[src/rtl/ctrl_pipe_pkg.sv]
// Shared control-bundle type, ALU codes and forward-select encodings for the EX/MEM/WB control pipe.
// Also holds the single forwarding-priority function, so the A and B operands cannot diverge.
package ctrl_pipe_pkg;

    typedef struct packed {
        logic       rfwe;
        logic       dmwe;
        logic       alumux;
        logic       mtorf;
        logic       rfdsel;
        logic       branch;
        logic       jump;
        logic [2:0] alu;
        logic [4:0] wreg;
        logic       valid;
    } ctrl_t;

    localparam logic [2:0] ALU_ADD  = 3'b000;
    localparam logic [2:0] ALU_SUB  = 3'b010;
    localparam logic [2:0] ALU_SLL  = 3'b101;
    localparam logic [2:0] ALU_SLLV = 3'b110;
    localparam logic [2:0] ALU_SRAV = 3'b111;

    localparam logic [1:0] FWD_RF  = 2'b00;
    localparam logic [1:0] FWD_WB  = 2'b01;
    localparam logic [1:0] FWD_MEM = 2'b10;

    localparam ctrl_t BUBBLE = '0;

    // The younger producer in MEM wins over WB; $0 never forwards.
    function automatic logic [1:0] fwd_sel(input logic       rfwe_m,
                                           input logic [4:0] wreg_m,
                                           input logic       rfwe_w,
                                           input logic [4:0] wreg_w,
                                           input logic [4:0] src);
        if (rfwe_m && (wreg_m != 5'd0) && (wreg_m == src)) return FWD_MEM;
        if (rfwe_w && (wreg_w != 5'd0) && (wreg_w == src)) return FWD_WB;
        return FWD_RF;
    endfunction

endpackage

[src/rtl/ctrl_hazard_detect.sv]
// Stall, flush and EX operand-forward selection from the current stage controls.
// Purely combinational, zero latency.
// No backpressure of its own: it produces the stall/flush that the pipeline obeys.
module ctrl_hazard_detect
    import ctrl_pipe_pkg::*;
(
    input  logic       mtorf_e_i,
    input  logic       rfwe_e_i,
    input  logic       branch_e_i,
    input  logic       zero_e_i,
    input  logic [4:0] wreg_e_i,
    input  logic [4:0] rs_e_i,
    input  logic [4:0] rt_e_i,
    input  logic [4:0] rs_d_i,
    input  logic [4:0] rt_d_i,
    input  logic       jump_d_i,
    input  logic       valid_d_i,
    input  logic       rfwe_m_i,
    input  logic [4:0] wreg_m_i,
    input  logic       rfwe_w_i,
    input  logic [4:0] wreg_w_i,
    output logic       stall_o,
    output logic       flush_d_o,
    output logic       flush_e_o,
    output logic [1:0] fwd_a_o,
    output logic [1:0] fwd_b_o
);
    logic br_taken;
    logic load_use;

    assign br_taken = branch_e_i & zero_e_i;
    assign load_use = mtorf_e_i & rfwe_e_i & (wreg_e_i != 5'd0)
                    & ((wreg_e_i == rs_d_i) | (wreg_e_i == rt_d_i));

    // A taken branch makes the instruction in D wrong-path, so it must not stall.
    assign stall_o   = load_use & ~br_taken;
    assign flush_e_o = br_taken | stall_o;
    // A jump held by a stall is re-seen in D next cycle and flushes then.
    assign flush_d_o = br_taken | (jump_d_i & valid_d_i & ~stall_o);

    assign fwd_a_o = fwd_sel(rfwe_m_i, wreg_m_i, rfwe_w_i, wreg_w_i, rs_e_i);
    assign fwd_b_o = fwd_sel(rfwe_m_i, wreg_m_i, rfwe_w_i, wreg_w_i, rt_e_i);

endmodule

[src/rtl/ctrl_pipeline_hazard.sv]
// Carries decoded controls through E/M/W and resolves load-use, branch/jump and forwarding hazards.
// One cycle per stage (D->W in 3); stall/flush/forward are combinational.
// Load-use stall holds F/D and bubbles E while M and W keep advancing.
module ctrl_pipeline_hazard
    import ctrl_pipe_pkg::*;
#(
    parameter int CNT_W   = 32,
    parameter int STALL_W = 16
) (
    input  logic               CLK,
    input  logic               RSTn,
    input  logic               RFWED,
    input  logic               DMWED,
    input  logic               ALUMUXInSelD,
    input  logic               MtoRFSelD,
    input  logic               RFDSelIND,
    input  logic               BranchD,
    input  logic               JumpD,
    input  logic [2:0]         ALUControlD,
    input  logic               ValidD,
    input  logic [4:0]         RsD,
    input  logic [4:0]         RtD,
    input  logic [4:0]         RdD,
    input  logic               ZeroE,
    output logic               RFWEE,
    output logic               DMWEE,
    output logic               ALUMUXInSelE,
    output logic               MtoRFSelE,
    output logic               RFDSelINE,
    output logic               BranchE,
    output logic [2:0]         ALUControlE,
    output logic [4:0]         RsE,
    output logic [4:0]         RtE,
    output logic               RFWEM,
    output logic               DMWEM,
    output logic               MtoRFSelM,
    output logic               RFWEW,
    output logic               MtoRFSelW,
    output logic [4:0]         WriteRegE,
    output logic [4:0]         WriteRegM,
    output logic [4:0]         WriteRegW,
    output logic               StallF,
    output logic               StallD,
    output logic               FlushD,
    output logic               FlushE,
    output logic [1:0]         ForwardAE,
    output logic [1:0]         ForwardBE,
    output logic [CNT_W-1:0]   RetiredCnt,
    output logic [STALL_W-1:0] StallCnt
);
    ctrl_t              d_bundle, e_d, e_q, m_q, w_q;
    logic [4:0]         rs_e_d, rs_e_q, rt_e_d, rt_e_q;
    logic               stall, flush_e, flush_d;
    logic [CNT_W-1:0]   retired_d, retired_q;
    logic [STALL_W-1:0] stall_cnt_d, stall_cnt_q;
    logic               unused_bits;

    // An invalid D slot enters as a bubble so don't-care decoder fields never reach a write enable.
    always_comb begin
        d_bundle = BUBBLE;
        if (ValidD) begin
            d_bundle.rfwe   = RFWED;
            d_bundle.dmwe   = DMWED;
            d_bundle.alumux = ALUMUXInSelD;
            d_bundle.mtorf  = MtoRFSelD;
            d_bundle.rfdsel = RFDSelIND;
            d_bundle.branch = BranchD & ~JumpD;
            d_bundle.jump   = JumpD;
            d_bundle.alu    = ALUControlD;
            d_bundle.wreg   = RFDSelIND ? RdD : RtD;
            d_bundle.valid  = 1'b1;
        end
    end

    assign e_d    = flush_e ? BUBBLE : d_bundle;
    assign rs_e_d = flush_e ? 5'd0 : RsD;
    assign rt_e_d = flush_e ? 5'd0 : RtD;

    assign retired_d   = retired_q + CNT_W'(m_q.valid);
    assign stall_cnt_d = (stall && !(&stall_cnt_q)) ? stall_cnt_q + STALL_W'(1) : stall_cnt_q;

    always_ff @(posedge CLK or negedge RSTn) begin
        if (!RSTn) begin
            e_q         <= BUBBLE;
            m_q         <= BUBBLE;
            w_q         <= BUBBLE;
            rs_e_q      <= 5'd0;
            rt_e_q      <= 5'd0;
            retired_q   <= '0;
            stall_cnt_q <= '0;
        end else begin
            e_q         <= e_d;
            m_q         <= e_q;
            w_q         <= m_q;
            rs_e_q      <= rs_e_d;
            rt_e_q      <= rt_e_d;
            retired_q   <= retired_d;
            stall_cnt_q <= stall_cnt_d;
        end
    end

    ctrl_hazard_detect u_hazard (
        .mtorf_e_i  (e_q.mtorf),
        .rfwe_e_i   (e_q.rfwe),
        .branch_e_i (e_q.branch),
        .zero_e_i   (ZeroE),
        .wreg_e_i   (e_q.wreg),
        .rs_e_i     (rs_e_q),
        .rt_e_i     (rt_e_q),
        .rs_d_i     (RsD),
        .rt_d_i     (RtD),
        .jump_d_i   (JumpD),
        .valid_d_i  (ValidD),
        .rfwe_m_i   (m_q.rfwe),
        .wreg_m_i   (m_q.wreg),
        .rfwe_w_i   (w_q.rfwe),
        .wreg_w_i   (w_q.wreg),
        .stall_o    (stall),
        .flush_d_o  (flush_d),
        .flush_e_o  (flush_e),
        .fwd_a_o    (ForwardAE),
        .fwd_b_o    (ForwardBE)
    );

    assign RFWEE        = e_q.rfwe;
    assign DMWEE        = e_q.dmwe;
    assign ALUMUXInSelE = e_q.alumux;
    assign MtoRFSelE    = e_q.mtorf;
    assign RFDSelINE    = e_q.rfdsel;
    assign BranchE      = e_q.branch;
    assign ALUControlE  = e_q.alu;
    assign WriteRegE    = e_q.wreg;
    assign RsE          = rs_e_q;
    assign RtE          = rt_e_q;
    assign RFWEM        = m_q.rfwe;
    assign DMWEM        = m_q.dmwe;
    assign MtoRFSelM    = m_q.mtorf;
    assign WriteRegM    = m_q.wreg;
    assign RFWEW        = w_q.rfwe;
    assign MtoRFSelW    = w_q.mtorf;
    assign WriteRegW    = w_q.wreg;
    assign StallF       = stall;
    assign StallD       = stall;
    assign FlushD       = flush_d;
    assign FlushE       = flush_e;
    assign RetiredCnt   = retired_q;
    assign StallCnt     = stall_cnt_q;

    // Later stages only need a subset of the bundle; the rest travels for uniformity.
    assign unused_bits = ^{e_q.jump, m_q.alumux, m_q.rfdsel, m_q.branch, m_q.jump, m_q.alu,
                           w_q.dmwe, w_q.alumux, w_q.rfdsel, w_q.branch, w_q.jump, w_q.alu,
                           w_q.valid};

endmodule

[config.mk]
export PLATFORM = sky130hd
export DESIGN_NAME = ctrl_pipeline_hazard
export DESIGN_NICKNAME = d
export VERILOG_FILES = /design/src/rtl/ctrl_pipe_pkg.sv /design/src/rtl/ctrl_hazard_detect.sv /design/src/rtl/ctrl_pipeline_hazard.sv
export SDC_FILE = /design/constraint.sdc
export NUM_CORES = 1
export LEC_CHECK = 0
export BUFFER_PORTS_ARGS = -buffer_cell sky130_fd_sc_hd__buf_2
export CAP_MARGIN = 40
export CORE_MARGIN = 2
export CORE_UTILIZATION = 46
export CTS_CLUSTER_DIAMETER = 50
export CTS_CLUSTER_SIZE = 14
export DETAILED_ROUTE_END_ITERATION = 10
export GPL_ROUTABILITY_DRIVEN = 0
export HOLD_SLACK_MARGIN = 0.06
export PLACE_DENSITY = 0.86
export SLEW_MARGIN = 10
export SYNTH_ARGS = -nofsm -noshare
export SYNTH_HDL_FRONTEND = slang
export SYNTH_HIERARCHICAL = 1
export SYNTH_SLANG_ARGS = --single-unit
export TNS_END_PERCENT = 20
[constraint.sdc]
create_clock -name CLK -period 2.3 [get_ports CLK]
set_clock_uncertainty 0.1 [all_clocks]
set_input_delay 0.575 -clock CLK [delete_from_list [all_inputs] [get_ports CLK]]
set_output_delay 0.575 -clock CLK [all_outputs]
set_load 0.01 [all_outputs]
==> impl_metrics.csv <==
group,metric,value,unit
critical_path,endpoint_kind,"primary output",
logic_synthesis,synth_enable_flop_cells,0,
placement,placed_instance_count,571,
pwr,vdd.ir_drop.worst,0.385,mV
die,start_util,48.0,%
global_route,grt_start_max_net_pins,52,
global_route,global_route.overflow_total,0,
logic_synthesis,seq_area_frac_synth,55.9,%
status,status,"finished with violations",
routing,routed_wl,9.24,mm
timing,rsz0062_at_grt,"yes",
routing,post_route_drc,0,
worst_hold_path,hold_path.class,"reg -> reg",
logic_synthesis,synthCells,341,
critical_path,cell_chain_critical_path,"or4_4 -> o21ai_4 -> nor4_4 -> nor4_2 -> buf_2",
timing,slew_headroom,65.1,%
critical_path,crit_type,"reg -> out",
critical_path,timing.critical_path.fanout_max,2,
logic_synthesis,postSynthRegisterBits,89,
logic_synthesis,synth.largest_area_cell,"dfrtp_1",
timing,totalNegativeSetupSlack,-1.93,ns
die,die_height,97.1,um
placement,dp.final_hpwl,6.89,mm
timing,post-route-period-util,116,%
die,fp-row-count,33,
routing,routed-via-count,3124,
timing,report.final.slew_viol_count,0,
logic_synthesis,synthesis.area_per_instance,11.7,um^2
global_route,antenna_found_initial,0,
finish,most-common-layout-cells,"121 x buf_2, 86 x dfrtp_1, 39 x xnor2_1",
status,violated_checks,"setup timing",
global_route,grt_pass1_wl,15.5,mm
timing,final_period_minus_worst_setup_slack,2.67,ns
finish,sequential_cell_area,2230,um^2
routing,detail_route.vias_per_cell,5.25,
logic_synthesis,post_synth_main_area_contributors,"dfrtp_1 56%, xnor2_1 8.6%, xor2_1 6.8%",
placement,io_buffers,123,
die,fp.coreArea,8300,um^2
finish,utilization,62.8,%
logic_synthesis,yosys.area.top_type_share,55.9,%
critical_path,arrival,1.99,ns
clock_tree,root_buf_cell,"clkbuf_8",
logic_synthesis,yosysUniqueCellTypes,40,
finish,filler_cell_count,644,
global_route,first_global_vias,3134,
finish,area_occupied_by_multi_input_gates,1710,um^2
critical_path,timing.critical_path.slowest_cell_delay,0.54,ns
logic_synthesis,number_of_nets_in_the_synthesized_netlist,374,
timing,max_slew.worst_pin.slew,0.519,ns
timing,hold_viol_final,0,
die,design.die.area,9430,um^2
pwr,powerDensity,713,nW/um^2
finish,num-nets-final,518,
critical_path,crit_slowest_cell,"or4_4",
clock_tree,numClockSinks,89,
finish,syn2layout_area_growth,30.7,%
clock_tree,clock_tree.buffer_depth,2,
clock_tree,cts_buffers,9,
pwr,total_chip_power,3.72,mW
die,die-width,97.1,um
critical_path,critPathLaunchType,"flop",
routing,detailedRoute.firstPassIterationCount,4,
timing,setup_viol_count_final,8,
logic_synthesis,postSynth.topFlopCell,"dfrtp_1",
timing,whs,0.256,ns
routing,ant_nets,0,
routing,detailedRoute.firstIterationViolations,144,
finish,fraction_of_final_layout_cells_with_drive_strength_greater_than_1,38.8,%
clock_tree,clock_tree_from_tritoncts,"done",
finish,number_of_antenna_repair_diodes,0,
timing,post_route_setup_slack,-0.370,ns
logic_synthesis,total_number_of_yosys_warnings,6,
pwr,p_leak,2.70,nW
clock_tree,worstSkewPairLatency,0.35,ns
logic_synthesis,synth_async_sr_flop_share,100,%
finish,final-instance-count-excl-fill,595,
clock_tree,h_tree_depth_reported_by_cts,3,
die,io_pins,124,
logic_synthesis,synth_area,3990,um^2
global_route,groute.usage.overall,20.2,%
critical_path,critical_path_required,1.62,ns
finish,commonest_non_fill_non_tap_cell_in_the_layout,"buf_2",
clock_tree,clk_pin_slew_worst_paths,0.09,ns
flow_run,cap_violations,0,
routing,routed_wire_length_per_instance,15.5,um
timing,clock.fmax,0.375,GHz
[synthesized netlist by cell type (5+ instances only)]
library cell  count
dfrtp_1          89
nand3_1          26
and4_1            5
nor2b_1          10
and3_1           10
xnor2_1          39
buf_4            14
nand4_1          18
nor3_1            6
nand2_1          15
nor2_1           18
and2_1           10
xor2_1           31
mux2i_1           5
[path summary, 6_finish.rpt]
kind / end / slack [ns] / depth (start not counted) / startpoint
max reg2reg: StallCnt[15]$_DFFE_PN0P_ / 0.05 / 8 / WriteRegE[2]$_DFF_PN0_
min in group asynchronous: RetiredCnt[14]$_DFF_PN0_ / 0.46 / 2 / RSTn
max in group asynchronous: RetiredCnt[6]$_DFF_PN0_ / 1.01 / 3 / RSTn
min reg2reg: m_q[0]$_DFF_PN0_ / 0.26 / 0 / e_q[0]$_DFF_PN0_
min: m_q[0]$_DFF_PN0_ / 0.26 / 0 / e_q[0]$_DFF_PN0_
max: ForwardAE[0] / -0.37 / 5 / WriteRegM[2]$_DFF_PN0_
[state kept, by name, summed over array words and instances, names as in the netlist, 3 cells and up]
| name | cells |
|---|---|
| ALUControlE | 3 |
| WriteRegM | 5 |
| RetiredCnt | 32 |
| RsE | 5 |
| WriteRegE | 5 |
| StallCnt | 16 |
| WriteRegW | 5 |
| RtE | 5 |
[metrics by stage]
step	instance area, um^2	setup slack (ns)
after detailed placement	4790	-0.262
after global routing	5210	-0.460
final	5210	-0.370
after floorplan	4010	-0.125
after CTS	5160	-0.384
after global placement	4790	-0.190
[critical path: cells and delay by family, from the launching register on]
| kind | cells | cell delay (ns) |
|---|---|---|
| AND/OR/NAND/NOR | 3 | 0.88 |
| buffers and inverters | 1 | 0.20 |
| flip-flops | 1 | 0.39 |
| AO/OA/AOI/OAI | 1 | 0.18 |
[cell families after synthesis]
group                      synth area share (%)
AOI/OAI and AO/OA                          2.42
xor gates and xnor gates                   15.4
adders and majority gates                  1.26
buffers and inverters                      3.48
DFF                                        55.9
muxes                                      1.82
and+or+nand+nor                            19.8
[layout make-up]
| cell class | count | share of cell area [%] |
|---|---|---|
| clock buffers | 9 | 2.38 |
| clock inverters | 7 | 2.81 |
| repair buffers | 152 | 16.5 |
| multi-input cells | 231 | 32.8 |
| inverters | 2 | 0.144 |
| flip-flops and latches | 89 | 42.8 |
| well taps | 105 | 2.52 |
[timing repair]
action / 4_1_cts / 5_1_grt
hold endpoints to repair: 3 / 0
endpoints found under the setup margin: 9 / 11
setup buffers: 2 / 5
hold buffers: 1 / 0
pin swaps: 8 / 3
resized for setup: 15 / 4
[report_power, final]
group | total, mW | switching, mW | internal (mW)
Combinational | 0.516 | 0.281 | 0.235
Clock | 1.40 | 0.561 | 0.843
Sequential | 1.80 | 0.129 | 1.67
Total | 3.72 | 0.971 | 2.75
[metal layers]
| layer | wire length (um) | track usage, % |
|---|---|---|
| met1 | 3830 | 25.7 |
| met2 | 4580 | 33.8 |
| met3 | 658 | 5.11 |
| met4 | 167 | 7.15 |
| met5 | 0 | 0 |
(Power assumes the default switching activity.)
